===== config.mk =====
export PLATFORM = sky130hd
export DESIGN_NAME = eeprom_burst_seq
export DESIGN_NICKNAME = d
export VERILOG_FILES = /design/src/rtl/eeprom_seq_pkg.sv /design/src/rtl/eeprom_byte_lane.sv /design/src/rtl/eeprom_burst_seq.sv
export SDC_FILE = /design/constraint.sdc
export NUM_CORES = 1
export LEC_CHECK = 0
export ABC_AREA = 0
export BUFFER_PORTS_ARGS = -buffer_cell sky130_fd_sc_hd__buf_2
export CAP_MARGIN = 15
export CORE_UTILIZATION = 35
export CTS_CLUSTER_DIAMETER = 80
export DETAILED_ROUTE_END_ITERATION = 12
export PLACE_DENSITY = 0.6
export SYNTH_ARGS = -nofsm -noshare
export SYNTH_HDL_FRONTEND = slang
export SYNTH_SLANG_ARGS = --single-unit

===== constraint.sdc =====
create_clock -name clk50M -period 26.4 [get_ports clk50M]
set_input_delay 1.32 -clock clk50M [delete_from_list [all_inputs] [get_ports clk50M]]
set_output_delay 1.32 -clock clk50M [all_outputs]
set_load 0.03 [all_outputs]

===== src/rtl/eeprom_seq_pkg.sv =====
// Shared types for the EEPROM burst sequencer.
// State encoding, error codes and payload byte-lane mapping.
package eeprom_seq_pkg;

    typedef enum logic [2:0] {
        IDLE,
        CHECK,
        ISSUE,
        WAIT,
        FINISH
    } state_t;

    localparam logic [1:0] ERR_NONE = 2'd0;
    localparam logic [1:0] ERR_NACK = 2'd1;
    localparam logic [1:0] ERR_LEN  = 2'd2;

    // Byte 0 sits in the most significant lane of the payload.
    function automatic int lane_lsb(input int idx, input int max_bytes);
        return 8 * (max_bytes - 1 - idx);
    endfunction

endpackage


===== src/rtl/eeprom_byte_lane.sv =====
// Payload byte select and read-data byte insert.
// Lane 0 is the most significant byte of both buses.
module eeprom_byte_lane
    import eeprom_seq_pkg::*;
#(
    parameter int MAX_BYTES = 16,
    parameter int LEN_W     = $clog2(MAX_BYTES + 1),
    parameter int DATA_W    = 8 * MAX_BYTES
) (
    input  logic              clk,
    input  logic              rst,
    input  logic [DATA_W-1:0] payload,
    input  logic [LEN_W-1:0]  sel_idx,
    output logic [7:0]        sel_byte,
    input  logic              clear,
    input  logic              ins_en,
    input  logic [LEN_W-1:0]  ins_idx,
    input  logic [7:0]        ins_byte,
    output logic [DATA_W-1:0] rd_data
);

    // Pick the payload byte for the requested index; out-of-range gives 0.
    always_comb begin
        sel_byte = '0;
        for (int i = 0; i < MAX_BYTES; i++) begin
            if (sel_idx == LEN_W'(i)) begin
                sel_byte = payload[lane_lsb(i, MAX_BYTES) +: 8];
            end
        end
    end

    // Read payload: cleared on a read accept, one byte written per good read.
    always_ff @(posedge clk or posedge rst) begin
        if (rst) begin
            rd_data <= '0;
        end else if (clear) begin
            rd_data <= '0;
        end else if (ins_en) begin
            for (int i = 0; i < MAX_BYTES; i++) begin
                if (ins_idx == LEN_W'(i)) begin
                    rd_data[lane_lsb(i, MAX_BYTES) +: 8] <= ins_byte;
                end
            end
        end
    end

endmodule


===== src/rtl/eeprom_burst_seq.sv =====
// Burst command to single-byte I2C register transaction sequencer.
// Handles NACK retry, length checks and completion pulses.
module eeprom_burst_seq
    import eeprom_seq_pkg::*;
#(
    parameter int MAX_BYTES = 16,
    parameter int ADDR_W    = 16,
    parameter int DATA_W    = 8 * MAX_BYTES,
    parameter int LEN_W     = $clog2(MAX_BYTES + 1),
    parameter int RETRY_MAX = 3
) (
    input  logic              clk50M,
    input  logic              rst,
    input  logic              cmd_valid,
    output logic              cmd_ready,
    input  logic              cmd_rd,
    input  logic [LEN_W-1:0]  cmd_len,
    input  logic [ADDR_W-1:0] cmd_addr,
    input  logic [DATA_W-1:0] cmd_data,
    output logic              wr_req,
    output logic              rd_req,
    output logic [ADDR_W-1:0] reg_addr,
    output logic [7:0]        wr_byte,
    input  logic [7:0]        rd_byte,
    input  logic              rw_done,
    input  logic              ack,
    output logic [DATA_W-1:0] rd_data,
    output logic              done,
    output logic              err,
    output logic [1:0]        err_code,
    output logic [LEN_W-1:0]  err_idx
);

    localparam int TRY_W = (RETRY_MAX > 0) ? $clog2(RETRY_MAX + 1) : 1;

    state_t              state;
    logic                rd_q;
    logic [LEN_W-1:0]    len_q;
    logic [ADDR_W-1:0]   addr_q;
    logic [DATA_W-1:0]   data_q;
    logic [LEN_W-1:0]    idx;
    logic [TRY_W-1:0]    tries;
    logic [LEN_W-1:0]    lane_idx;
    logic [7:0]          sel_byte;
    logic                len_ok;
    logic                last;
    logic                retry;
    logic                go_issue;

    // Next byte index and whether the next cycle issues a request.
    always_comb begin
        lane_idx = idx + LEN_W'(1);
        if (state == CHECK) begin
            lane_idx = '0;
        end else if (ack) begin
            lane_idx = idx;
        end
        len_ok   = (len_q != '0) && (len_q <= LEN_W'(MAX_BYTES));
        last     = (idx == len_q - LEN_W'(1));
        retry    = (tries < TRY_W'(RETRY_MAX));
        go_issue = ((state == CHECK) && len_ok) ||
                   ((state == WAIT) && rw_done && (ack ? retry : !last));
    end

    eeprom_byte_lane #(
        .MAX_BYTES (MAX_BYTES),
        .LEN_W     (LEN_W),
        .DATA_W    (DATA_W)
    ) u_lane (
        .clk      (clk50M),
        .rst      (rst),
        .payload  (data_q),
        .sel_idx  (lane_idx),
        .sel_byte (sel_byte),
        .clear    ((state == IDLE) && cmd_valid && cmd_ready && cmd_rd),
        .ins_en   ((state == WAIT) && rw_done && !ack && rd_q),
        .ins_idx  (idx),
        .ins_byte (rd_byte),
        .rd_data  (rd_data)
    );

    // Sequencer FSM with registered handshake, request and status outputs.
    always_ff @(posedge clk50M or posedge rst) begin
        if (rst) begin
            state     <= IDLE;
            cmd_ready <= 1'b1;
            rd_q      <= 1'b0;
            len_q     <= '0;
            addr_q    <= '0;
            data_q    <= '0;
            idx       <= '0;
            tries     <= '0;
            wr_req    <= 1'b0;
            rd_req    <= 1'b0;
            reg_addr  <= '0;
            wr_byte   <= '0;
            done      <= 1'b0;
            err       <= 1'b0;
            err_code  <= ERR_NONE;
            err_idx   <= '0;
        end else begin
            wr_req <= 1'b0;
            rd_req <= 1'b0;
            done   <= 1'b0;
            err    <= 1'b0;
            unique case (state)
                IDLE: begin
                    if (cmd_valid) begin
                        rd_q      <= cmd_rd;
                        len_q     <= cmd_len;
                        addr_q    <= cmd_addr;
                        data_q    <= cmd_data;
                        err_code  <= ERR_NONE;
                        err_idx   <= '0;
                        cmd_ready <= 1'b0;
                        state     <= CHECK;
                    end
                end
                CHECK: begin
                    if (len_q == '0) begin
                        done  <= 1'b1;
                        state <= FINISH;
                    end else if (!len_ok) begin
                        err      <= 1'b1;
                        err_code <= ERR_LEN;
                        err_idx  <= '0;
                        state    <= FINISH;
                    end
                end
                ISSUE: begin
                    state <= WAIT;
                end
                WAIT: begin
                    if (rw_done && !ack && last) begin
                        done  <= 1'b1;
                        state <= FINISH;
                    end else if (rw_done && ack && !retry) begin
                        err      <= 1'b1;
                        err_code <= ERR_NACK;
                        err_idx  <= idx;
                        state    <= FINISH;
                    end
                end
                FINISH: begin
                    cmd_ready <= 1'b1;
                    state     <= IDLE;
                end
                default: begin
                    cmd_ready <= 1'b1;
                    state     <= IDLE;
                end
            endcase
            if (go_issue) begin
                wr_req   <= !rd_q;
                rd_req   <= rd_q;
                idx      <= lane_idx;
                tries    <= ((state == WAIT) && ack) ? tries + TRY_W'(1) : '0;
                reg_addr <= addr_q + ADDR_W'(lane_idx);
                wr_byte  <= sel_byte;
                state    <= ISSUE;
            end
        end
    end

endmodule


After elaboration in Yosys (flattened, before gate mapping)
Cells that the tools add are included.

storage, ports and cells
  word-level logic and storage cells = 213
  bits in latches = 0
  output and inout bits = 164
  ROM bits = 0
  register bits after elaboration = 324
  input bits = 163
  memories = 0
  bits in writable memories = 0

cells by class
  multiply operators = 0
  order comparisons = 2
  bitwise operators = 1
  add/subtract/negate cells = 4
  muxes and demuxes = 69
  reductions and logical operators = 63
  shift operators = 0
  equal/unequal tests = 42
  div/mod/pow operators = 0

operator list
  cell                                                 count
  two-way mux 128 bit                                  2
  two-way mux 8 bit                                    32
  equality test 5 x 4 -> 1 bit, second input constant  16
  equality test 5 x 3 -> 1 bit, second input constant  8
  AND reduction 2 bit                                  18
  two-way mux 5 bit                                    7
  nonzero test 2 bit                                   17
  equality test 5 x 2 -> 1 bit, second input constant  4
  two-way mux 3 bit                                    6
  adder 16 x 5 -> 16 bit                               1
  logical NOT 5 bit                                    3
  case mux 5 bit (3 select lines)                      1
  logical AND 1 bit                                    14
  two-way mux 2 bit                                    6
  case mux 3 bit (4 select lines)                      1
  equality test 5 x 1 -> 1 bit, second input constant  2
  two-way mux 1 bit                                    10
  inequality test 2 bit, second input constant         4
  equality test 3 x 2 -> 1 bit, second input constant  2
  case mux 1 bit (2 select lines)                      3
  case mux 2 bit (3 select lines)                      1
  AND reduction 6 bit                                  1
  adder 5 x 1 -> 5 bit, second input constant          1
  equality test 5 bit                                  1
  17 further kinds                                     20

Logic depth before layout (Yosys ltp)
  depth after elaboration = 20
  mapped depth = 14
  depth with buffers taken out = 13

Modules after synthesis
A second synthesis with hierarchy kept.

unflattened totals
  cell total of the unflattened synthesis = 1265
  area, all modules = 14970.6 um2

by module, submodules not included
  module            sequential area each (um2)  cells an instance  instances  area an instance (um2)
  eeprom_burst_seq  4906.0                      544                1          8074.0
  eeprom_byte_lane  3203.1                      721                1          6896.6

Worst setup path before layout
OpenSTA, ideal clock, no wires.

  path kind = input to register
  start point = input port ack
  end point = register reg_addr[14]
  data required time = 26.274 ns
  arrival = 3.544 ns
  slack = 22.730 ns
  buffers on the path = 1
  setup time = 0.126 ns
  stages on the path = 13
  path through = and2b_4 -> xor2_1 -> clkbuf_8 -> nand2_1 -> inv_1 -> ha_1 -> nor2b_1 -> o21ai_0 -> a21boi_0 -> o21ai_0 -> nor3_1 -> xnor2_1 -> a21oi_1

between the ends
  cells in the longest elaborated chain, start to end = 3
  elaborated cells between the ends (all ways) = 6
  those cells by class = 1 x add/sub; 3 x mux; 2 x reduce/logical

RTL lines
  what                    RTL line                 RTL
  from (decl)             eeprom_burst_seq.sv:26   input logic ack,
  two-way mux 5 bit       eeprom_burst_seq.sv:55   end else if (ack) begin
  two-way mux 5 bit       eeprom_burst_seq.sv:53   if (state == CHECK) begin
  net lane_idx[2]         eeprom_burst_seq.sv:43   logic [LEN_W-1:0] lane_idx;
  adder 16 x 5 -> 16 bit  eeprom_burst_seq.sv:158  reg_addr <= addr_q + ADDR_W'(lane_idx);
  to (signal assigned)    eeprom_burst_seq.sv:158
  to (decl)               eeprom_burst_seq.sv:22   output logic [ADDR_W-1:0] reg_addr,

The timed path passes the listed nets, and every way through them passes these cells.
A chain may end at the register's enable or synchronous reset.

Worst setup path in the final report
  start point = register idx[0]
  end point = register reg_addr[14]

between the ends
  elaborated cells between the ends (all ways) = 9
  those cells by class = 2 x add/sub; 1 x eq/ne; 3 x mux; 3 x reduce/logical

RTL lines
  what                    RTL line                 RTL
  from (decl)             eeprom_burst_seq.sv:41   logic [LEN_W-1:0] idx;
  from (signal assigned)  eeprom_burst_seq.sv:156  idx <= lane_idx;
  adder 5 x 1 -> 5 bit    eeprom_burst_seq.sv:52   lane_idx = idx + LEN_W'(1);
  two-way mux 5 bit       eeprom_burst_seq.sv:55
  two-way mux 5 bit       eeprom_burst_seq.sv:53
  net lane_idx[2]         eeprom_burst_seq.sv:43
  adder 16 x 5 -> 16 bit  eeprom_burst_seq.sv:158

The timed path passes the listed nets, and every way through them passes these cells.

==> out/results.txt <==
The flow ran to the end, and the final reports show no timing, DRC or antenna violations. Worst setup path startpoint: idx[0]$_DFFE_PP0P_. For the final routed database, the setup TNS stands at 0 ns.

In this run the critical register-to-register path is captured at reg_addr[14]$_DFFE_PP0P_. Data arrives at the worst endpoint at 5.24 ns. The final clock period utilization by the worst path works out to 0.183. Most common cell after layout, fill and taps aside: buf_2. The total number of vias was 11000. Clock-pin slew was measured on the worst setup and hold paths at 0.06 ns. The total global routing overflow was 0; the final weighted congestion of routability-driven global placement was 0.843. The relative area change from synthesis to final layout works out to 22.9%. The startpoint of the worst register-to-register path is idx[0]$_DFFE_PP0P_.

Count of non-filler cells in the finished layout: 2117. The clock reaches the later pin of the worst-skew pair after 0.58 ns. The effective utilization at floorplan was 0.354. The post-place setup slack was 21.16 ns.

The synthesized net count was 1415; the final setup skew was 0.0373 ns. The tools report the die area as 43200 µm². The pin count of the biggest net entering global routing was 112. The slowest cell on the critical path was xor2_1. No sink is reached through more buffers than the 3 on the longest clock path. The relative slew slack came out at 0.269.

The sequential share of the synthesized area was 0.547; the number of port buffers was 326. The post-synthesis share of cell area spent on and, or, nand and nor gates is 0.110. For the wire length the detailed router placed on met1, the log shows 20300 µm.

The via count of the first global-routing pass is 11100. The final-report hold violation count is 0, and the number of enable flip-flop cells after synthesis is 0. In the final design database the tool counted 1723 nets. The HPWL after detailed placement is 31500 µm. The number of buffer and inverter stages on the critical path works out to 1. The instance count on the critical path was 13.

Setup violations remaining at the end of the flow were counted as 0. For the number of DRC markers after the initial detailed-route iteration, the log shows 729. The post-synthesis register bit count came out at 324.

The first-pass iteration count of the detailed router was 5. Predominant post-synthesis flop cell: dfrtp_1. The transition time at the pin with the least slew margin was 1.09 ns.

Highest metal layer with signal wires: met4. In this run the clock root is driven by a clkbuf_16. Amount of wire on met3 after detailed routing: 2220 µm. TritonCTS created 39 clock buffers. After detailed routing, the number of vias per cell comes to 5.20.

The share of the synthesized netlist area taken by xor and xnor gates came out at 0.0184. The tools report the depth of the CTS H-tree as 2. The compound-cell area share of the yosys netlist was 0.0840; the delay of the slowest critical-path stage was 0.86 ns.

The summed instance area of the synthesized netlist is 14800 µm², and the global-route total usage across every layer is 0.209. The worst setup path is launched from a register. The multiplexer share of the synthesized area was 0.196.

Maximum fanout along the worst path: 15. The peak supply drop was 0.0000571 V; the wire length per cell was 21.3 µm. The logs give 207 MHz for the achievable frequency and 0 for the number of max-cap violations. The total area inside the core boundary comes to 41900 µm². For the post-placement cell count, the log shows 2043. In this run the most critical hold path is launched from err_idx[3]$_DFFE_PP0P_. Once the clock tree was built, the resizer swapped 0 gates to a different size.

The endpoint of the worst setup timing path was reg_addr[14]$_DFFE_PP0P_. The share of flip-flops with an asynchronous set or reset came out at 1.00. The TritonCTS sink count came out at 324. Combinational family with the most area after synthesis: multiplexers. After clock tree synthesis, the flow added hold-fix buffers numbering 0.

The count of nets left with antenna violations once routing finished came out at 0. The clock period minus final worst setup slack was 4.84 ns. In the post-route analysis, the smallest setup slack over all paths is 21.56 ns.

During I/O placement, the number of pins put on the boundary was 327. The critical path in this run is classified as reg -> reg. In the synthesized netlist, the number of instances is 1237. The count of standard-cell rows is 75. Measured in cells, the most critical reg-to-reg path has a length of 13. The floorplan die height was 208 µm; the mean post-synth cell area was 12.0 µm². The chip width works out to 208 µm. Setup repair after global routing left no endpoint under its margin.

TritonCTS built the clock tree. The number of different library cells in the post-synthesis netlist was 84; the post-CTS setup repair buffer count was 0. STA classifies the critical path endpoint as a register.

The final wirelength was 45000 µm. Walking the worst path, the cells encountered are ha_1 > and2b_4 > xor2_1 > nand2_1 > inv_1 > ha_1 > nor2b_1 > o21ai_0 > a21boi_0 > o21ai_0 > nor3_1 > xnor2_1 > a21oi_1. Setup slack on the worst reg-to-reg path comes out at 21.56 ns. The adder-cell share of the synthesized area is 0.0132, and the number of remaining DRC errors is 0.

The initial antenna violation count came out at 5. The logs give 0 for the count of yosys warnings during synthesis and 69100 µm for the first-pass GRT wire length. In the layout the commonest cells are 326 x buf_2, 323 x dfrtp_1, 173 x nor2_1, 145 x mux2_2, 128 x mux2i_1.

The standby leakage power was 9.45 nW; the max-slew violation count was 0. The worst endpoint required time is 26.80 ns. The path category of the worst min-delay check is reg -> reg. The cell family contributing the most delay on the critical path is compound AO/OA/AOI/OAI gates. Wire segments on met2 add up to 20800 µm in the final route. For this design the ratio of total power to cell area is 106 nW/µm².

Share of cells above drive strength 1: 0.379.
==> flip-flops by register name (all words and copies together) (netlist names), 5 cells and up <==
register,flops
wr_byte,8
addr_q,16
len_q,5
idx,5
u_lane.rd_data,128
data_q,128
err_idx,5
reg_addr,16
==> cell usage after synthesis (4+ instances only) <==
library cell | number | area share
mux2i_1 | 128 | 0.086
nand4_1 | 11 | 0.0046
nor3b_2 | 4 | 0.0034
nand3_1 | 22 | 0.0074
a211oi_1 | 8 | 0.0040
o22ai_1 | 10 | 0.0042
and3b_1 | 4 | 0.0024
nor2_1 | 173 | 0.044
mux2_2 | 145 | 0.11
xor2_1 | 10 | 0.0059
a22o_1 | 4 | 0.0024
buf_2 | 16 | 0.0054
buf_4 | 6 | 0.0030
clkbuf_1 | 45 | 0.011
a222oi_1 | 4 | 0.0027
a31oi_1 | 5 | 0.0021
a21oi_1 | 33 | 0.011
nand2_1 | 46 | 0.012
dfrtp_1 | 323 | 0.54
o211ai_1 | 5 | 0.0025
xnor2_1 | 13 | 0.0077
o21ai_0 | 36 | 0.012
nor4_1 | 7 | 0.0030
a22oi_1 | 18 | 0.0091
ha_1 | 14 | 0.012
a21o_1 | 4 | 0.0020
nor2b_1 | 6 | 0.0025
nor3_1 | 9 | 0.0030
nand3_2 | 10 | 0.0067
inv_1 | 30 | 0.0076
==> worst reg2reg max path: cells and delay by family (launching register included) <==
family | cells | cell delay, ns
AO/OA/AOI/OAI | 4 | 1.05
XOR/XNOR | 2 | 1.03
adder cells (fa/ha/maj) | 2 | 0.76
buffers and inverters | 1 | 0.23
flip-flops | 1 | 0.82
AND/OR/NAND/NOR | 4 | 0.77
==> kinds of logic after synthesis <==
family	after synthesis
buffers and inverters	102
flip-flops	324
adder cells (fa/ha/maj)	15
AND/OR/NAND/NOR	326
XOR/XNOR	26
multiplexers	273
AO/OA/AOI/OAI	171
==> power breakdown <==
group / internal [W] / switching [W]
Sequential: 0.000660 / 0.000114
Combinational: 0.000260 / 0.000358
Clock: 0.000324 / 0.000225
Total: 0.00124 / 0.000697
==> metrics by stage <==
step / util / hold slack (ns) / area [µm²] / total power [W]
CTS: 0.435 / 0.485 / 18200 / 0.00196
finish: 0.436 / 0.480 / 18200 / 0.00194
global placement: 0.404 / 0.465 / 16900 / 0.00139
detailed placement: 0.404 / 0.472 / 16900 / 0.00140
global route: 0.436 / 0.515 / 18200 / 0.00205
floorplan: - / 0.443 / 14800 / 0.00122
==> routing by layer <==
| layer | vias to the layer above | global-route usage |
|---|---|---|
| li1 | 5028 | - |
| met3 | 89 | 0.0366 |
| met2 | 330 | 0.320 |
| met1 | 5564 | 0.288 |
| met5 | - | 0 |
| met4 | 0 | 0.0981 |
==> worst min path at each step <==
stage                              to  slack (ns)  depth (start not counted)
2_1_floorplan        wr_req$_DFF_PP0_        0.44                          1
3_5_place_dp   err_idx[1]$_DFFE_PP0P_        0.47                          2
4_1_cts        err_idx[1]$_DFFE_PP0P_        0.48                          2
3_3_place_gp   err_idx[3]$_DFFE_PP0P_        0.46                          2
5_1_grt        data_q[78]$_DFFE_PP0P_        0.52                          1
6_report       err_idx[3]$_DFFE_PP0P_        0.48                          2
==> area by class of cell <==
| cell class | count | area (µm²) |
|---|---|---|
| diodes | 4 | 10.0 |
| clock inverters | 20 | 251 |
| well taps | 539 | 674 |
| clock buffers | 50 | 1050 |
| inverters | 30 | 120 |
| fillers | 3995 | 23600 |
| flip-flops and latches | 324 | 8110 |
| multi-input cells | 811 | 6290 |
| repair buffers | 339 | 1730 |
No activity file was read; power rests on OpenSTA's default activity.
